File: src/rtl/spi_fetch_ctrl.sv
// spi_fetch_ctrl: SPI mode-0 serial-memory read controller, req/rvalid handshake.
// Define SPI_SEQ_BURST_EN for sequential burst (HOLD state, CS kept low).
module spi_fetch_ctrl #(
  parameter int         ADDR_W   = 16,
  parameter int         DATA_W   = 16,
  parameter int         CLK_DIV  = 1,
  parameter int         CS_HIGH  = 2,
  parameter logic [7:0] CMD_READ = 8'h03
) (
  input  logic              clk,
  input  logic              rst,
  input  logic              req,
  input  logic [ADDR_W-1:0] addr,
  output logic [DATA_W-1:0] rdata,
  output logic              rvalid,
  output logic              busy,
  output logic              spi_cs_n,
  output logic              spi_sck,
  output logic              spi_mosi,
  input  logic              spi_miso
);
  localparam int SW  = 8 + ADDR_W;
  localparam int MB  = (ADDR_W > DATA_W) ? ADDR_W : DATA_W;
  localparam int BW  = $clog2(MB);
  localparam int DVW = (CLK_DIV > 1) ? $clog2(CLK_DIV) : 1;
  localparam int HW  = (CS_HIGH > 1) ? $clog2(CS_HIGH) : 1;

  localparam logic [DVW-1:0] DIV_END = DVW'(CLK_DIV - 1);
  localparam logic [HW-1:0]  HI_END  = HW'(CS_HIGH - 1);

`ifdef SPI_SEQ_BURST_EN
  typedef enum logic [2:0] {
    IDLE, CMD, ADDR, DATA, DESEL, HOLD
  } state_t;
  localparam logic [ADDR_W-1:0] STEP = ADDR_W'(DATA_W / 8);
`else
  typedef enum logic [2:0] {
    IDLE, CMD, ADDR, DATA, DESEL
  } state_t;
`endif

  state_t            state;
  logic [SW-1:0]     tx;
  logic [DATA_W-1:0] rx;
  logic [BW-1:0]     bit_cnt;
  logic [DVW-1:0]    div_cnt;
  logic [HW-1:0]     hi_cnt;
  logic [ADDR_W-1:0] start_addr;
  logic              tick;

`ifdef SPI_SEQ_BURST_EN
  logic              pend;
  logic [ADDR_W-1:0] addr_q;
  logic [ADDR_W-1:0] seq_addr;

  // a deferred non-sequential request restarts with its latched address
  assign start_addr = pend ? addr_q : addr;
  assign seq_addr   = addr_q + STEP;
`else
  assign start_addr = addr;
`endif

  // end of the current sck half period
  assign tick = (div_cnt == DIV_END);

  // controller state machine, SPI bit engine and registered outputs
  always_ff @(posedge clk) begin
    if (rst) begin
      state    <= IDLE;
      tx       <= '0;
      rx       <= '0;
      bit_cnt  <= '0;
      div_cnt  <= '0;
      hi_cnt   <= '0;
      rdata    <= '0;
      rvalid   <= 1'b0;
      busy     <= 1'b0;
      spi_cs_n <= 1'b1;
      spi_sck  <= 1'b0;
      spi_mosi <= 1'b0;
`ifdef SPI_SEQ_BURST_EN
      pend     <= 1'b0;
      addr_q   <= '0;
`endif
    end else begin
      rvalid <= 1'b0;
      case (state)
        IDLE: begin
`ifdef SPI_SEQ_BURST_EN
          if (req || pend) begin
            addr_q <= start_addr;
            pend   <= 1'b0;
`else
          if (req) begin
`endif
            tx       <= {CMD_READ[6:0], start_addr, 1'b0};
            spi_mosi <= CMD_READ[7];
            spi_cs_n <= 1'b0;
            spi_sck  <= 1'b0;
            div_cnt  <= '0;
            bit_cnt  <= BW'(7);
            busy     <= 1'b1;
            state    <= CMD;
          end
        end
        CMD, ADDR, DATA: begin
          if (!tick) begin
            div_cnt <= div_cnt + 1'b1;
          end else if (!spi_sck) begin
            div_cnt <= '0;
            spi_sck <= 1'b1;
          end else begin
            div_cnt <= '0;
            spi_sck <= 1'b0;
            rx      <= {rx[DATA_W-2:0], spi_miso};
            if (bit_cnt != '0) begin
              bit_cnt  <= bit_cnt - 1'b1;
              spi_mosi <= (state == DATA) ? 1'b0 : tx[SW-1];
              tx       <= tx << 1;
            end else begin
              case (state)
                CMD: begin
                  spi_mosi <= tx[SW-1];
                  tx       <= tx << 1;
                  bit_cnt  <= BW'(ADDR_W - 1);
                  state    <= ADDR;
                end
                ADDR: begin
                  spi_mosi <= 1'b0;
                  bit_cnt  <= BW'(DATA_W - 1);
                  state    <= DATA;
                end
                default: begin
                  rdata  <= {rx[DATA_W-2:0], spi_miso};
                  rvalid <= 1'b1;
`ifdef SPI_SEQ_BURST_EN
                  busy   <= 1'b0;
                  state  <= HOLD;
`else
                  spi_cs_n <= 1'b1;
                  hi_cnt   <= HI_END;
                  state    <= DESEL;
`endif
                end
              endcase
            end
          end
        end
        DESEL: begin
          if (hi_cnt == '0) begin
`ifdef SPI_SEQ_BURST_EN
            busy  <= pend;
`else
            busy  <= 1'b0;
`endif
            state <= IDLE;
          end else begin
            hi_cnt <= hi_cnt - 1'b1;
          end
        end
`ifdef SPI_SEQ_BURST_EN
        HOLD: begin
          if (req) begin
            addr_q <= addr;
            busy   <= 1'b1;
            if (addr == seq_addr) begin
              spi_mosi <= 1'b0;
              spi_sck  <= 1'b0;
              div_cnt  <= '0;
              bit_cnt  <= BW'(DATA_W - 1);
              state    <= DATA;
            end else begin
              spi_cs_n <= 1'b1;
              hi_cnt   <= HI_END;
              pend     <= 1'b1;
              state    <= DESEL;
            end
          end
        end
`endif
        default: state <= IDLE;
      endcase
    end
  end
endmodule

File: config.mk
export PLATFORM = sky130hd
export DESIGN_NAME = spi_fetch_ctrl
export DESIGN_NICKNAME = d
export VERILOG_FILES = /design/src/rtl/spi_fetch_ctrl.sv
export SDC_FILE = /design/constraint.sdc
export NUM_CORES = 1
export LEC_CHECK = 0
export ABC_CLOCK_PERIOD_IN_PS = 1800
export BUFFER_PORTS_ARGS = -buffer_cell sky130_fd_sc_hd__buf_2
export CORE_ASPECT_RATIO = 0.7
export CORE_MARGIN = 1
export CORE_UTILIZATION = 25
export CTS_CLUSTER_SIZE = 20
export DETAILED_ROUTE_END_ITERATION = 10
export GPL_TIMING_DRIVEN = 1
export PLACE_DENSITY = 0.51
export SETUP_SLACK_MARGIN = 0.02
export SYNTH_ARGS = -nofsm -noshare
export SYNTH_HDL_FRONTEND = slang
export SYNTH_SLANG_ARGS = --single-unit
File: constraint.sdc
create_clock -name clk -period 1.8 [get_ports clk]
set_input_delay 0.36 -clock clk [delete_from_list [all_inputs] [get_ports clk]]
set_output_delay 0.36 -clock clk [all_outputs]
set_load 0.005 [all_outputs]
==> summary.txt <==
Hold endpoint -> rx[0]
Die X -> 129 um
Multi-input gate area -> 1346 um2
Reg2Reg Capture Point -> tx[9]
Reg area -> 1341 um2
RD Place Congestion -> 0.7865
Num rows -> 32
Worst Path Buf+Inv -> 2
Final setup viols -> 0
Sequential fraction of the synthesis area -> 47.52%
Critical Path Start Type -> flop
Nets -> 400
Final Hold Viols -> 0
CP delay by family, top -> compound AO/OA/AOI/OAI gates
Clk slew on worst S/H paths -> 0.06 ns
H-tree levels -> 3
Reg2reg setup slack -> 0.12 ns
Setup TNS -> 0 ns
Worst Tran Pin Value -> 0.3706 ns
Synth Register Bits -> 67
Clock Skew -> 0.008243 ns
Top-area cell type share of the netlist area -> 47.52%
Fin crit period -> 1.679 ns
Vert. Die Dim -> 90.90 um
Via count -> 2333
Syn nets -> 354
Total iterations of the first detailed-routing run -> 4
Leak pwr -> 1.348 nW
CP max stage delay -> 0.35 ns
Initial Util -> 25.64%
Status -> complete, no violations
Commonest non-fill, non-tap cells in the layout -> 96 x nand2_1, 67 x dfxtp_1, 44 x a21oi_1
Synth top area cells -> dfxtp_1 48%, nand2_1 13%, a311oi_2 8.0%
Maximum VDD drop -> 488.6 uV
Largest area contributor in the netlist -> dfxtp_1
Worst EP arrival -> 1.92 ns
First-pass GRT wire length -> 11010 um
CTS tree -> yes
Cts bufs inserted -> 9
Initial antenna violation count -> 0
Total GRT Usage -> 11.94%
Antenna-violating nets left -> 0
CP Capture Type -> flop
Share of post-route cells with drive strength above 1 -> 26.56%
# fillers -> 1140
Final Max Slew Viols -> 0
Clk Latency, worst-skew pair -> 0.33 ns
Clock Path Buffers -> 2
Min-delay src -> spi_miso
Commonest non-fill, non-tap cell in the layout -> nand2_1
Tot Pwr -> 3.922 mW
Final Routed Wirelength -> 6509 um
Clock Sinks -> 67
Vias in the first global route -> 2293
Cell area after synthesis -> 2823 um2
Boundary pin count -> 41
Crit-path max FO -> 14
IO Port Bufs -> 40
Yosys cell types -> 40
Max_slew headroom -> 75.29%
Root buffer selected by CTS -> clkbuf_16
Antenna diode count -> 0
Hpwl dp -> 4138 um
CORE AREA -> 11010 um2
Syn avg cell area -> 8.477 um2
Placed Area -> 3279 um2
Fin area -> 3645 um2
Power per Cell Area -> 1076 nW/um2
DRC viols -> 0
Initial DRC Count -> 145
Number of max-cap violations -> 0
Unrepaired setup endpoints after global routing -> false
Area delta synth->final -> 29.12%
Fmax -> 0.5955 GHz
Final WS setup -> 0.1207 ns
# hold bufs at CTS -> 0
Drt via density -> 4.345
Largest net degree at the start of global routing -> 39
HP Class -> primary input to flop
Reg2reg path depth -> 7
Post-synthesis cell count -> 333
Worst hold stages -> 3
Slowest CP cell -> dfxtp_1
Setup WS pre-CTS -> 0.04576 ns
Drt wl/cell -> 12.12 um
Req. time, crit path -> 2.04 ns
Ys Warns -> 0
Part of the cycle the worst path needs -> 93.30%
Critical path type -> flop to flop
Worst-path cell chain -> inv_1 -> ha_1 -> nor3b_4 -> o211ai_4 -> buf_12 -> nor2_1 -> a311oi_2
Worst reg2reg startpoint -> bit_cnt[1]
Die area -> 11730 um2
Overflow after GRT -> 0
[per-stage QoR]
step / hold WS, ns / util (%) / std cells
2_1_floorplan: 0.4321 / - / 333
3_3_place_gp: 0.4439 / 29.78 / 518
3_5_place_dp: 0.4446 / 29.78 / 518
4_1_cts: 0.2747 / 32.61 / 534
5_1_grt: 0.2982 / 33.10 / 537
6_report: 0.2841 / 33.10 / 537
[what timing repair did]
action                                  4_1_cts  5_1_grt
endpoints found under the setup margin        0        7
setup buffers                                 0        2
gates resized for setup                       0        3
[logic make-up (layout without fill, tap and decap cells)]
kind of cell | Yosys count | in the layout | synth area share (%)
AND/OR/NAND/NOR | 160 | 160 | 25.22
buffers and inverters | 28 | 79 | 5.275
adder cells (fa/ha/maj) | 1 | 1 | 0.4432
XOR/XNOR | 1 | 1 | 0.3103
flip-flops | 67 | 67 | 47.52
multiplexers | 1 | 1 | 0.3546
AO/OA/AOI/OAI | 75 | 75 | 20.88
[per-layer routing]
layer / track usage [%] / up-vias / wire length (um)
li1: - / 1223 / -
met1: 17.30 / 1063 / 3518
met2: 16.76 / 38 / 2706
met3: 3.021 / 9 / 193
met4: 4.412 / 0 / 89
met5: 0 / - / 0
[report_power, final]
part / switching (mW) / internal [mW]
sequential: 0.0497 / 1.56
clock: 0.671 / 1.12
combinational: 0.282 / 0.240
[registers in the layout (all words and copies together), names as in the netlist, 3 cells and up]
signal and count:
bit_cnt 4, rdata 16, state 3, tx 23
rx 15
[cells in the mapped netlist, drive strengths merged]
cell type   n
or3         1
or3b        1
a311oi     16
and4        1
nand2      96
and2        1
a21oi      45
clkbuf     10
nand4bb     2
nor3b       2
or4b        1
o31ai       1
o21ai       1
buf        15
nand3      11
mux2i       1
nor2       26
or2         2
dfxtp      67
o21ba       1
a21bo       1
ha          1
nand3b      1
nor3        5
a31oi       2
o211ai      2
xor2        1
o21a        1
a211oi      5
nand2b      7
nor2b       3
inv         3
[worst min-delay path, cell delays in order]
cell and delay [ns]:
buf_2 0.11, nand2_1 0.05, a21oi_1 0.05
[how the worst max path moves through the flow]
stage / startpoint / to / slack (ns) / cells past startpoint
after CTS: state[0] / bit_cnt[2] / 0.05 / 5
after global routing: bit_cnt[1] / tx[6] / 0.03 / 7
final: bit_cnt[1] / tx[9] / 0.12 / 7
after detailed placement: req / tx[9] / 0.05 / 6
after global placement: bit_cnt[1] / bit_cnt[1] / 0.09 / 7
after floorplan: bit_cnt[0] / rdata[12] / 0.15 / 8
[final cells by class]
cell class,count,share of cell area (%)
multi-input combinational,238,36.94
sequential,67,36.80
timing repair buffer,60,12.15
clock buffer,10,6.557
tap,153,5.252
clock inverter,6,1.991
inverter,3,0.3090
Note: power is estimated with default switching activity, not from simulation.
